===== config.mk =====
export PLATFORM = sky130hd
export DESIGN_NAME = responder_iterator
export DESIGN_NICKNAME = d
export VERILOG_FILES = /design/src/rtl/responder_iterator.sv
export SDC_FILE = /design/constraint.sdc
export NUM_CORES = 1
export LEC_CHECK = 0
export ABC_AREA = 1
export CORE_ASPECT_RATIO = 1.1
export CORE_MARGIN = 2
export CORE_UTILIZATION = 40
export DETAILED_ROUTE_END_ITERATION = 10
export PLACE_DENSITY = 0.73
export SLEW_MARGIN = 10
export SYNTH_ARGS = -nofsm -noshare
export SYNTH_HDL_FRONTEND = slang
export SYNTH_SLANG_ARGS = --single-unit

===== constraint.sdc =====
create_clock -name CLK -period 7 [get_ports CLK]
set_clock_uncertainty 0.05 [all_clocks]
set_input_delay 1.05 -clock CLK [delete_from_list [all_inputs] [get_ports CLK]]
set_output_delay 1.05 -clock CLK [all_outputs]
set_load 0.02 [all_outputs]

===== src/rtl/responder_iterator.sv =====
// Responder iterator: snapshots the CAPP tag vector on start and walks every set
// tag, lowest index first, one index per valid/ready handshake.
module responder_iterator #(
   parameter int WORDS = 100,
   parameter int IDX_W = 7      // 2**IDX_W must be >= WORDS
) (
   input  logic             CLK,
   input  logic             RST_N,
   input  logic [WORDS-1:0] tags,
   input  logic             start,
   input  logic             abort,
   output logic             idx_valid,
   input  logic             idx_ready,
   output logic [IDX_W-1:0] idx,
   output logic             idx_last,
   output logic             busy,
   output logic             done,
   output logic [IDX_W:0]   count,
   output logic             any_resp
);

   typedef enum logic [1:0] {
      ST_IDLE = 2'd0,
      ST_EMIT = 2'd1,
      ST_DONE = 2'd2
   } state_t;

   localparam logic [WORDS-1:0] ONE     = WORDS'(1);
   localparam logic [IDX_W:0]   CNT_ONE = (IDX_W + 1)'(1);

   state_t           state;
   state_t           next_state;
   logic [WORDS-1:0] pending;
   logic [WORDS-1:0] pending_clr;
   logic [IDX_W-1:0] low_idx;
   logic             one_left;
   logic             accept_start;
   logic             fire;

   // Lowest set bit of pending; scanning downwards lets the lowest match win.
   always_comb begin
      // NOTE: every always_comb output gets a default first so no path infers a latch.
      low_idx = '0;
      for (int i = WORDS - 1; i >= 0; i--) begin
         if (pending[i]) low_idx = IDX_W'(i);
      end
   end

   // x & (x-1) drops the lowest set bit, which is exactly the index being emitted.
   assign pending_clr = pending & (pending - ONE);
   assign one_left    = (pending != '0) && (pending_clr == '0);

   assign accept_start = (state == ST_IDLE) && start && !abort;
   assign fire         = idx_valid && idx_ready;

   always_comb begin
      next_state = state;
      if (abort) begin
         next_state = ST_IDLE;
      end else begin
         unique case (state)
            ST_IDLE: if (start)            next_state = (|tags) ? ST_EMIT : ST_DONE;
            ST_EMIT: if (fire && idx_last) next_state = ST_DONE;
            ST_DONE:                       next_state = ST_IDLE;
            default:                       next_state = ST_IDLE;
         endcase
      end
   end

   always_ff @(posedge CLK or negedge RST_N) begin
      if (!RST_N) begin
         state <= ST_IDLE;
      end else begin
         // NOTE: sequential state uses non-blocking assignments so every register
         // samples pre-edge values regardless of statement order.
         state <= next_state;
      end
   end

   // The snapshot register is reset too, so idx/idx_last never expose stale tags.
   always_ff @(posedge CLK or negedge RST_N) begin
      if (!RST_N) begin
         pending  <= '0;
         count    <= '0;
         any_resp <= 1'b0;
      end else if (abort) begin
         pending <= '0;
      end else if (accept_start) begin
         pending  <= tags;
         count    <= '0;
         any_resp <= |tags;
      end else if (fire) begin
         pending <= pending_clr;
         count   <= count + CNT_ONE;
      end
   end

   always_comb begin
      idx_valid = (state == ST_EMIT);
      idx       = idx_valid ? low_idx  : '0;
      idx_last  = idx_valid ? one_left : 1'b0;
      busy      = (state != ST_IDLE);
      done      = (state == ST_DONE);
   end

endmodule


==> flow_metrics.env <==
export IMPL_outcome="finished, final reports clean"
export IMPL_syn_to_final_growth_pct=22.6
export IMPL_synthFlopType="dfrtp_1"
export IMPL_antenna_found_initial=0
export IMPL_synth_cell_types=32
export IMPL_leakagePower_nw=5.02
export IMPL_final_layout_size_suffix_gt1_frac=0.0481
export IMPL_die_h_um=157
export IMPL_finalHoldViolations=0
export IMPL_drtPass1Iterations=5
export IMPL_required_ns=5.90
export IMPL_start_util=0.410
export IMPL_critical_path_top_delay_family="simple AND/OR/NAND/NOR gates"
export IMPL_cts_tree="built"
export IMPL_cap_violations=0
export IMPL_cts_root_buf="clkbuf_16"
export IMPL_die_x_um=143
export IMPL_drcViolationCount=0
export IMPL_grt_pass1_wl_mm=48.9
export IMPL_r2r_end="state[1]"
export IMPL_synth_edff_count=0
export IMPL_critPathCaptureType="primary output"
export IMPL_fillers=2204
export IMPL_clkSlewWorstSetupHoldPaths_ns=0.08
export IMPL_crit_start="pending[98]"
export IMPL_synthArstFlopShare=1.00
export IMPL_crit_buf_inv=2
export IMPL_cts_buffers=9
export IMPL_clk_latency_ns=0.37
export IMPL_synth_nets=1500
export IMPL_port_buffers=124
export IMPL_yosysWarnings=0
export IMPL_rows=55
export IMPL_rsz0062_at_grt="yes"
export IMPL_grt_max_degree=73
export IMPL_cts_setup_buffers=0
export IMPL_synth_area_um2=8470
export IMPL_drtIter0Drc=883
export IMPL_antenna_left=0
export IMPL_io_pins=125
export IMPL_fin_tns_setup_ns=0
export IMPL_synthCells=1394
export IMPL_dr_total_vias=9637
export IMPL_reg2reg_slack_ns=1.88
export IMPL_finalSetupViolCount=0
export IMPL_slowest_delay_ns=0.38
export IMPL_arrival_ns=5.77
export IMPL_worstRegToRegCells=25
export IMPL_place_inst=1758
export IMPL_fin_nets=1619
export IMPL_multiInputGateArea_um2=4440
export IMPL_rr_startpoint="pending[1]"
export IMPL_synth_top_area_cell="dfrtp_1"
export IMPL_crit_fanout=2
export IMPL_finalWirelength_mm=30.9
export IMPL_grt_use_total=0.283
export IMPL_vias_per_cell=5.43
export IMPL_synth_seq_cells=111
export IMPL_dieArea_um2=22300
export IMPL_fmax_mhz=146
export IMPL_drv_slew=0
export IMPL_grt_pass1_vias=9263
export IMPL_cts_buffer_depth=2
export IMPL_synth_top_cell_area_share=0.328
export IMPL_hold_slack_ns=0.444
export IMPL_antenna_cells=0
export IMPL_cts_sinks=111
export IMPL_post_route_period_util=0.982
export IMPL_syn_avg_cell_area_um2=6.07
export IMPL_startpoint_type="register"
export IMPL_h_tree_depth=3
export IMPL_crit_end="idx[0]"
export IMPL_worst_slew_pin_slew_ns=0.971
export IMPL_grt_overflow=0
export IMPL_gp_congestion=0.976
export IMPL_seq_area_frac_synth=0.328
export IMPL_power_density_nw_per_um2=226
export IMPL_core_area_um2=20600
export IMPL_critPathSlowestCell="dfrtp_1"
export IMPL_regArea_um2=2780
export IMPL_synthTopCellsByArea="dfrtp_1, inv_1, nor2_1"
export IMPL_vdd_drop_max_mv=0.120
export IMPL_criticalPathCategory="register to primary output"
export IMPL_final_common_cell="inv_1"
export IMPL_max_slew_margin=0.352
export IMPL_dp_hpwl_mm=24.0
export IMPL_drt_wirelength_per_cell_um=17.4
export IMPL_layoutNonFillerInstCount=1774
export IMPL_hold_buffers=0
export IMPL_worstSetupPathDepth=100
export IMPL_crit_path_frequent_cell="nand2_1"
export IMPL_hold_class="register to register"
export IMPL_period_minus_slack_ns=6.87
export IMPL_layout_common_cells="inv_1, nor2_1, nand2_1, clkdlybuf4s50_1, o21ai_0"
[how the worst min path moves through the flow]
stage / to / slack [ns] / from / cells after the start
6_report: any_resp / 0.44 / any_resp / 2
4_1_cts: any_resp / 0.45 / any_resp / 2
2_1_floorplan: pending[11] / 0.45 / pending[11] / 2
5_1_grt: any_resp / 0.50 / any_resp / 2
3_5_place_dp: any_resp / 0.42 / any_resp / 2
3_3_place_gp: any_resp / 0.42 / any_resp / 2
[layout make-up]
type,count,area share
Multi-Input combinational cell,941,0.428
Sequential cell,111,0.268
Timing Repair Buffer,146,0.136
Inverter,304,0.110
Tap cell,256,0.0309
Clock buffer,9,0.0217
Clock inverter,7,0.00579
[sequential cells by signal (all words and copies together) (netlist names)]
signal    cells
pending     100
count         8
state         2
any_resp      1
[cell usage after synthesis, types with 3 or more instances]
library cell,n
a31oi_1,33
o41ai_1,4
a22oi_1,39
nor3_1,26
nand3_1,49
nand2_1,255
o221ai_1,4
nor4_1,39
a21oi_1,36
o22ai_1,11
dfrtp_1,111
nand4_1,24
inv_1,280
a211oi_1,3
clkbuf_1,36
a2111oi_0,5
o31ai_1,8
o21ai_0,120
inv_2,24
nor2_1,272
[cell families (layout without fill, tap and decap cells)]
family,Yosys count,count (layout),share of synthesized area
buffers and inverters,342,466,0.152
adder cells (fa/ha/maj),1,1,0.00148
AO/OA/AOI/OAI,270,270,0.190
flip-flops,111,111,0.328
AND/OR/NAND/NOR,670,670,0.329
[what timing repair did]
| action | in CTS | in global routing |
|---|---|---|
| endpoints found under the setup margin | 2 | 2 |
| pin swaps | 0 | 0 |
| resized for setup | 5 | 4 |
[worst register-to-register path, delay by kind of cell (launching register included)]
family / cells / cell delay [ns]
flip-flops: 1 / 0.42
buffers and inverters: 7 / 0.71
AO/OA/AOI/OAI: 2 / 0.72
AND/OR/NAND/NOR: 16 / 3.18
[layer usage]
layer | vias up | global-route usage | share of wire
met5 | - | 0 | 0
met4 | 0 | 0.117 | 0.040
met3 | 73 | 0.0456 | 0.065
met2 | 388 | 0.474 | 0.47
met1 | 4436 | 0.363 | 0.43
li1 | 4740 | - | -
[power by group]
part	total, mW	internal [mW]	switching [mW]
Sequential	0.823	0.721	0.101
Clock	0.532	0.251	0.281
Combinational	0.991	0.346	0.644
Total	2.35	1.32	1.03
[through the flow]
stage                     setup WS [ns]   util  cell area [um2]  total power, mW
final                             0.128  0.503            10400             2.35
after global routing             -0.964  0.503            10400             2.52
after floorplan                    1.15      -             8470             1.46
after CTS                        0.0376  0.502            10400             2.34
after detailed placement          0.117  0.488            10100             1.81
after global placement            0.110  0.488            10100             1.80
Power figures use the tool's default switching activity.
